## src/rtl/wrr_pkg.sv

```systemverilog
// rtl/wrr_pkg.sv - shared state encoding and defaults for the weighted round-robin arbiter
package wrr_pkg;

  // Default width of one requester weight / credit counter.
  localparam int WRR_WEIGHT_W = 4;

  typedef enum logic [1:0] {
    ST_IDLE  = 2'd0,  // no grant presented
    ST_GRANT = 2'd1,  // grant presented, waiting for grant_ready_i
    ST_LOCK  = 2'd2   // grant held by lock_i (only reachable with WRR_LOCK_EN)
  } wrr_state_e;

endpackage

```

## src/rtl/wrr_pick.sv

```systemverilog
// rtl/wrr_pick.sv - rotating priority encoder: first set bit at or above ptr, modulo NUM_REQ
//
// Ports:
//   eligible - candidate mask, bit i = requester i may win
//   ptr      - index where the upward scan starts
//   onehot   - one-hot winner (zero when none found)
//   idx      - binary winner index (zero when none found)
//   found    - at least one eligible bit was set
module wrr_pick #(
  parameter int NUM_REQ = 4,
  localparam int IDX_W  = $clog2(NUM_REQ)
) (
  input  logic [NUM_REQ-1:0] eligible,
  input  logic [IDX_W-1:0]   ptr,
  output logic [NUM_REQ-1:0] onehot,
  output logic [IDX_W-1:0]   idx,
  output logic               found
);

  int               pos;
  logic [IDX_W-1:0] pos_idx;

  always_comb begin
    onehot  = '0;
    idx     = '0;
    found   = 1'b0;
    pos     = 0;
    pos_idx = '0;
    for (int k = 0; k < NUM_REQ; k++) begin
      pos = int'(ptr) + k;
      if (pos >= NUM_REQ) pos = pos - NUM_REQ;
      pos_idx = IDX_W'(pos);
      if (!found && eligible[pos_idx]) begin
        found           = 1'b1;
        idx             = pos_idx;
        onehot[pos_idx] = 1'b1;
      end
    end
  end

endmodule

```

## src/rtl/weighted_round_robin_arbiter.sv

```systemverilog
// rtl/weighted_round_robin_arbiter.sv - credit-based weighted round-robin arbiter with valid/ready grant
//
// Optional feature: define WRR_LOCK_EN to add lock_i and the LOCK state.
//
// Ports:
//   clk_i, rst_n_i  - clock, asynchronous active-low reset
//   req_i           - request mask, one bit per requester
//   req_en_i        - allows a new grant to be issued
//   weight_i        - packed weights, requester i at [i*WEIGHT_W +: WEIGHT_W]
//   grant_ready_i   - consumer accepts the presented grant
//   lock_i          - (WRR_LOCK_EN) keep the current winner across the handshake
//   grant_o         - one-hot grant, zero when not valid
//   grant_valid_o   - grant_o / grant_id_o are valid
//   grant_id_o      - binary index of the granted requester
module weighted_round_robin_arbiter
  import wrr_pkg::*;
#(
  parameter int NUM_REQ  = 4,
  parameter int WEIGHT_W = WRR_WEIGHT_W,
  localparam int IDX_W   = $clog2(NUM_REQ)
) (
  input  logic                        clk_i,
  input  logic                        rst_n_i,
  input  logic [NUM_REQ-1:0]          req_i,
  input  logic                        req_en_i,
  input  logic [NUM_REQ*WEIGHT_W-1:0] weight_i,
  input  logic                        grant_ready_i,
`ifdef WRR_LOCK_EN
  input  logic                        lock_i,
`endif
  output logic [NUM_REQ-1:0]          grant_o,
  output logic                        grant_valid_o,
  output logic [IDX_W-1:0]            grant_id_o
);

  wrr_state_e           state_q, state_n;
  logic [WEIGHT_W-1:0]  credit_q    [NUM_REQ];
  logic [WEIGHT_W-1:0]  credit_post [NUM_REQ];
  logic [WEIGHT_W-1:0]  credit_n    [NUM_REQ];
  logic [IDX_W-1:0]     ptr_q, ptr_post, ptr_n;
  logic [WEIGHT_W-1:0]  dec_credit;
  logic [NUM_REQ-1:0]   eligible;
  logic                 hs, lock_hs, arb_go, rearb;
  logic [NUM_REQ-1:0]   grant_n;
  logic [IDX_W-1:0]     id_n;
  logic                 valid_n;

  logic [NUM_REQ-1:0]   pick_onehot, rl_onehot;
  logic [IDX_W-1:0]     pick_idx, rl_idx;
  logic                 pick_found, rl_found;

  // Apply the handshake first: everything downstream arbitrates on the
  // post-handshake credits and pointer so back-to-back grants have no bubble.
  always_comb begin
    hs = grant_valid_o & grant_ready_i;
`ifdef WRR_LOCK_EN
    lock_hs = hs & lock_i;
`else
    lock_hs = 1'b0;
`endif
    credit_post = credit_q;
    ptr_post    = ptr_q;
    dec_credit  = '0;
    if (hs) begin
      dec_credit = (credit_q[grant_id_o] == '0) ? '0 : credit_q[grant_id_o] - 1'b1;
      credit_post[grant_id_o] = dec_credit;
      // A winner with credit left keeps the pointer and so wins again next.
      if (dec_credit != '0)                        ptr_post = grant_id_o;
      else if (grant_id_o == IDX_W'(NUM_REQ - 1))  ptr_post = '0;
      else                                         ptr_post = grant_id_o + 1'b1;
    end
    for (int i = 0; i < NUM_REQ; i++) begin
      eligible[i] = req_i[i] & (credit_post[i] != '0);
    end
    arb_go = req_en_i & (|req_i);
  end

  // Normal pick among requesters with credit left.
  wrr_pick #(.NUM_REQ(NUM_REQ)) u_pick (
    .eligible (eligible),
    .ptr      (ptr_post),
    .onehot   (pick_onehot),
    .idx      (pick_idx),
    .found    (pick_found)
  );

  // Pick used when credits are exhausted: after a reload every credit is >= 1,
  // so the eligible set is just the request mask.
  wrr_pick #(.NUM_REQ(NUM_REQ)) u_pick_reload (
    .eligible (req_i),
    .ptr      (ptr_post),
    .onehot   (rl_onehot),
    .idx      (rl_idx),
    .found    (rl_found)
  );

  always_comb begin
    state_n  = state_q;
    grant_n  = grant_o;
    id_n     = grant_id_o;
    valid_n  = grant_valid_o;
    credit_n = credit_post;
    ptr_n    = ptr_post;
    rearb    = 1'b0;

    case (state_q)
      ST_IDLE: rearb = 1'b1;
      ST_GRANT,
      ST_LOCK: begin
        if (lock_hs)  state_n = ST_LOCK;
        else if (hs)  rearb   = 1'b1;
      end
      default: rearb = 1'b1;
    endcase

    if (rearb) begin
      if (arb_go && (pick_found || rl_found)) begin
        state_n = ST_GRANT;
        valid_n = 1'b1;
        if (pick_found) begin
          grant_n = pick_onehot;
          id_n    = pick_idx;
        end else begin
          grant_n = rl_onehot;
          id_n    = rl_idx;
          // Weights are only sampled here; a zero weight still earns one grant.
          for (int i = 0; i < NUM_REQ; i++) begin
            credit_n[i] = (weight_i[i*WEIGHT_W +: WEIGHT_W] == '0) ?
                          WEIGHT_W'(1) : weight_i[i*WEIGHT_W +: WEIGHT_W];
          end
        end
      end else begin
        state_n = ST_IDLE;
        valid_n = 1'b0;
        grant_n = '0;
        id_n    = '0;
      end
    end
  end

  always_ff @(posedge clk_i or negedge rst_n_i) begin
    if (!rst_n_i) begin
      state_q       <= ST_IDLE;
      grant_o       <= '0;
      grant_valid_o <= 1'b0;
      grant_id_o    <= '0;
      ptr_q         <= '0;
      for (int i = 0; i < NUM_REQ; i++) credit_q[i] <= '0;
    end else begin
      state_q       <= state_n;
      grant_o       <= grant_n;
      grant_valid_o <= valid_n;
      grant_id_o    <= id_n;
      ptr_q         <= ptr_n;
      credit_q      <= credit_n;
    end
  end

endmodule

```

## config.mk

```make
export PLATFORM = sky130hd
export DESIGN_NAME = weighted_round_robin_arbiter
export DESIGN_NICKNAME = d
export VERILOG_FILES = /design/src/rtl/wrr_pkg.sv /design/src/rtl/wrr_pick.sv /design/src/rtl/weighted_round_robin_arbiter.sv
export SDC_FILE = /design/constraint.sdc
export NUM_CORES = 1
export LEC_CHECK = 0
export CAP_MARGIN = 20
export CORE_MARGIN = 10
export CORE_UTILIZATION = 45
export CTS_CLUSTER_SIZE = 10
export DETAILED_ROUTE_END_ITERATION = 6
export PLACE_DENSITY_LB_ADDON = 0.12
export SETUP_SLACK_MARGIN = 0.5
export SLEW_MARGIN = 20
export SYNTH_ARGS = -nofsm -noshare
export SYNTH_HDL_FRONTEND = slang
export SYNTH_HIERARCHICAL = 1
export SYNTH_SLANG_ARGS = --single-unit
```

## constraint.sdc

```tcl
create_clock -name clk_i -period 7.65 [get_ports clk_i]
set_clock_uncertainty 0.05 [all_clocks]
set_input_delay 2.295 -clock clk_i [delete_from_list [all_inputs] [get_ports clk_i]]
set_output_delay 2.295 -clock clk_i [all_outputs]
set_load 0.005 [all_outputs]
```

Yosys cells after proc, flatten, opt, wreduce, memory -nomap -nowiden:

Index checks and enable logic that the tools add are counted.

* $add $sub $neg: 9
* multipliers: 0
* div/mod/pow operators: 0
* order comparisons: 14
* equality and inequality tests: 3
* shift operators: 0
* muxes and demuxes: 78
* bitwise logic cells: 13
* reductions and logical operators: 31

Operators with widths (count)
* $mux W4: 18
* $mux W16: 4
* $mux W2: 17
* $mux W1: 24
* $or A4 B4 Y4: 6
* $logic_not A4 Y1: 5
* $reduce_bool A4 Y1: 5
* $bmux W1 S2: 8
* $bwmux W16: 1
* $ge A3 B3 Y1 const B: 4
* $logic_and A1 B1 Y1: 12
* $lt A2 B3 Y1 const B: 4
* $bmux W4 S2: 1
* $demux W1 S2: 4
* $demux W4 S2: 1
* $ge A2 B1 Y1 const B: 4
* $sub A2 B1 Y2 const B: 4
* $add A2 B2 Y3 const B: 2
* $and A1 B1 Y1: 6
* $logic_not A1 Y1: 6
* $eq A2 B2 Y1 const B: 2
* $reduce_or A4 Y1: 1
* $sub A4 B1 Y4 const B: 1
* $add A2 B1 Y3 const B: 1
* 7 further kinds: 7

* flip-flop bits (word level): 27
* bits in latches: 0
* memory bits (writable): 0
* memory bits (read-only): 0
* bits of input ports: 24
* output and inout port bits: 7
* word-level logic and storage cells: 157
* memories: 0

Depth between registers and ports, before layout:

* depth in word-level cells: 27
* depth in mapped cells: 18
* mapped depth without buffers: 13

Hierarchy:

The synthesis kept the hierarchy.

Modules (own cells, without submodules)
* weighted_round_robin_arbiter: instances 1, cells an instance 159, area each 1515.2 sq um
* wrr_pick: instances 2, cells an instance 45, area each 421.7 sq um

Worst setup path before layout:

OpenSTA, ideal clock, no wires.

* path kind: input -> register
* from: input port grant_ready_i
* to: register credit_q[1] (netlist bit)
* arrival time: 6.005 ns
* data required time: 7.465 ns
* slack: 1.460 ns
* stages on the path: 12
* path buffers: 3
* path through: nand2_1 > o21ai_0 > inv_1 > ha_1 > mux4_2 > buf_6 > nor3_1 > nand2b_1 > clkbuf_1 > nor4b_1 > clkbuf_1 > o21ai_0

RTL lines
* start: declaration: line weighted_round_robin_arbiter.sv:27 `input logic grant_ready_i,`
* end signal: assignment: line weighted_round_robin_arbiter.sv:155 `credit_q <= credit_n;`
* end: declaration: line weighted_round_robin_arbiter.sv:37 `logic [WEIGHT_W-1:0] credit_q [NUM_REQ];`

==> flow_summary.json <==
{
  "status": "complete, no violations",
  "cts_setup_buffers": 0,
  "syn_to_final_growth_pct": 16.7,
  "ant_nets": 0,
  "die_y_um": 92.4,
  "hp-class": "flop to flop",
  "syn_inst": 249,
  "post-route-util_pct": 53.9,
  "r2r-end": "credit_q[8]$_DFF_PN0_",
  "holdPathEnd": "grant_o[1]$_DFFE_PN0N_",
  "drv_cap": 0,
  "tritoncts": "yes",
  "path_class": "input pin to flop",
  "crit_path_max_fanout": 13,
  "vdd_ir_drop_max_uv": 231,
  "yosys-top-cells-area": "dfrtp_1 (27%), mux4_2 (7.6%), ha_1 (7.4%), o21ai_0 (6.4%), mux2i_1 (5.1%)",
  "synth_top_area_share_pct": 26.5,
  "slowest_stage": "mux4_2",
  "clkSlewWorstSetupHoldPaths_ps": 90,
  "antennaDiodeCount": 0,
  "reg2reg_from": "grant_id_o[0]$_DFFE_PN0N_",
  "place_congestion": 0.926,
  "place_area_mm2": 0.00271,
  "crit_required_ps": 7770,
  "cts.sinks": 25,
  "wl_per_cell_um": 18.0,
  "via_per_inst": 5.92,
  "grt_pass1_vias": 1987,
  "antenna_found_initial": 0,
  "ys_warn_count": 6,
  "grt_pass1_wl_mm": 10.4,
  "ys_seq_area_share_pct": 26.5,
  "die_area_mm2": 0.00854,
  "r2r_slack_ps": 2490,
  "yosys.cell_types.count": 41,
  "grt_overflow": 0,
  "worstPathCellList": "clkdlybuf4s50_1, nand3_1, mux2_2, o41a_1, mux4_2, nor3_1, nand2b_1, nand3b_1, or3_1, o21a_1",
  "wl_mm": 6.24,
  "finalMaxSlewViolations": 0,
  "maxSlewHeadroom_pct": 52.7,
  "core_area_mm2": 0.00511,
  "synth-seq-cells": 25,
  "grt_use_total_pct": 14.8,
  "root_buffer": "clkbuf_8",
  "arrival_ps": 6440,
  "drc": 0,
  "synth_enable_flop_cells": 0,
  "reg2reg_depth": 10,
  "p_leak_nw": 1.10,
  "hold_depth": 2,
  "drt_iter0_drc": 129,
  "yosysTopAreaCell": "dfrtp_1",
  "finalHoldViolCount": 0,
  "fin_area_mm2": 0.00275,
  "cp_top_family": "simple AND/OR/NAND/NOR gates",
  "cts_buffer_depth": 2,
  "synth_nets": 287,
  "async_reset_ff_share_pct": 100,
  "tightest_slew_ps": 708,
  "crit_path_end_kind": "flop",
  "initial_core_util_pct": 46.2,
  "io_pins": 31,
  "cp-start-kind": "input pin",
  "final.setup.tns_ps": 0,
  "mostFrequentLayoutCells": "clkdlybuf4s50_1 (30), nand2_1 (28), o21ai_0 (28), dfrtp_1 (25), nor2_1 (20)",
  "finalCritPeriodShare_pct": 82.7,
  "critPathLaunch": "grant_ready_i",
  "drive_gt1_share_pct": 12.7,
  "layout_commonest_cell": "clkdlybuf4s50_1",
  "drtPass1Iterations": 4,
  "clock_latency_ps": 270,
  "postSynthAreaPerCell_um2": 9.47,
  "place_hpwl_mm": 4.86,
  "rsz0062_at_grt": "false",
  "die_x_um": 92.4,
  "yosys_most_used_dff": "dfrtp_1",
  "fin_nets": 315,
  "setup_violations": 0,
  "rows": 26,
  "grt_max_degree": 26,
  "post_cts_resized": 0,
  "period_minus_slack_ps": 6320,
  "powerDensity_mw_per_mm2": 430,
  "io_buffers": 30,
  "num_vias": 2047,
  "total_power_w": 0.00118,
  "fmaxAchievable_ghz": 0.158,
  "cts_max_level": 1,
  "cp.buffers_inverters": 1,
  "holdBufCountCts": 0,
  "cp_slowest_stage_delay_ps": 620,
  "cts_made_buffers": 3,
  "hp-start": "grant_o[1]$_DFFE_PN0N_",
  "syn-cell-area_mm2": 0.00236
}
[per-stage QoR]
step	instances	hold WS, ps	worst slack, ps
4_1_cts	346	447	1370
5_1_grt	346	500	1040
6_report	346	439	1330
2_1_floorplan	249	423	1460
3_5_place_dp	342	426	1090
3_3_place_gp	342	414	1180
[flip-flops by register name, summed over array words and instances, names as in the netlist]
name,flops
grant_id_o,2
grant_o,4
state_q,1
credit_q,16
ptr_q,2
[routing by layer]
metal,up-vias,wire (µm),global-route usage [%]
met5,-,0,0
met4,0,57,4.37
met3,4,220,1.94
met2,47,3130,25.3
met1,993,2830,19.0
li1,1003,-,-
[worst max path at each step]
stage                                  endpoint  depth (start not counted)
after CTS                 credit_q[8]$_DFF_PN0_                         10
after global placement    credit_q[8]$_DFF_PN0_                         10
after global routing      credit_q[8]$_DFF_PN0_                         10
after detailed placement  credit_q[8]$_DFF_PN0_                         10
after floorplan           credit_q[1]$_DFF_PN0_                         12
final                     credit_q[8]$_DFF_PN0_                         10
[layout make-up]
type	instances	area [µm²]
Sequential cell	25	626
Timing Repair Buffer	34	330
Clock buffer	4	45.0
Inverter	8	30.0
Multi-Input combinational cell	205	1630
Tap cell	70	87.6
Fill cell	475	2350
[cells by family (layout without fill, tap and decap cells)]
kind of cell | count (synthesis) | count (layout) | synth area share (%)
AO/OA/AOI/OAI | 76 | 76 | 21.1
adder cells (fa/ha/maj) | 14 | 14 | 7.43
buffers and inverters | 19 | 46 | 4.62
flip-flops | 25 | 25 | 26.5
multiplexers | 34 | 34 | 22.0
AND/OR/NAND/NOR | 81 | 81 | 18.4
[synthesized netlist by cell type (4+ instances only)]
library cell and instances:
mux4_1 4, nand2_1 28, mux2i_1 12, nor2_1 20
dfrtp_1 25, a21oi_1 4, nand3_1 4, mux4_2 8
nor3_1 6, inv_1 8, ha_1 14, buf_6 5
a22oi_1 16, o21ai_0 30, mux2_2 10, clkbuf_1 5
nand2b_1 4, o21ai_1 4
[where the power goes]
part | switching [W] | total (W) | leakage [nW] | internal (W)
Combinational | 0.000477 | 0.000870 | 0.761 | 0.000393
Clock | 0.0000417 | 0.0000790 | 0.0228 | 0.0000373
Sequential | 0.0000482 | 0.000235 | 0.318 | 0.000187
Total | 0.000567 | 0.00118 | 1.10 | 0.000617
[tightest hold or removal path, stage by stage, from the launching register on]
cell	delay, ps
dfrtp_1	350
nand2_1	50
o21ai_0	60
No activity file was read; power rests on OpenSTA's default activity.
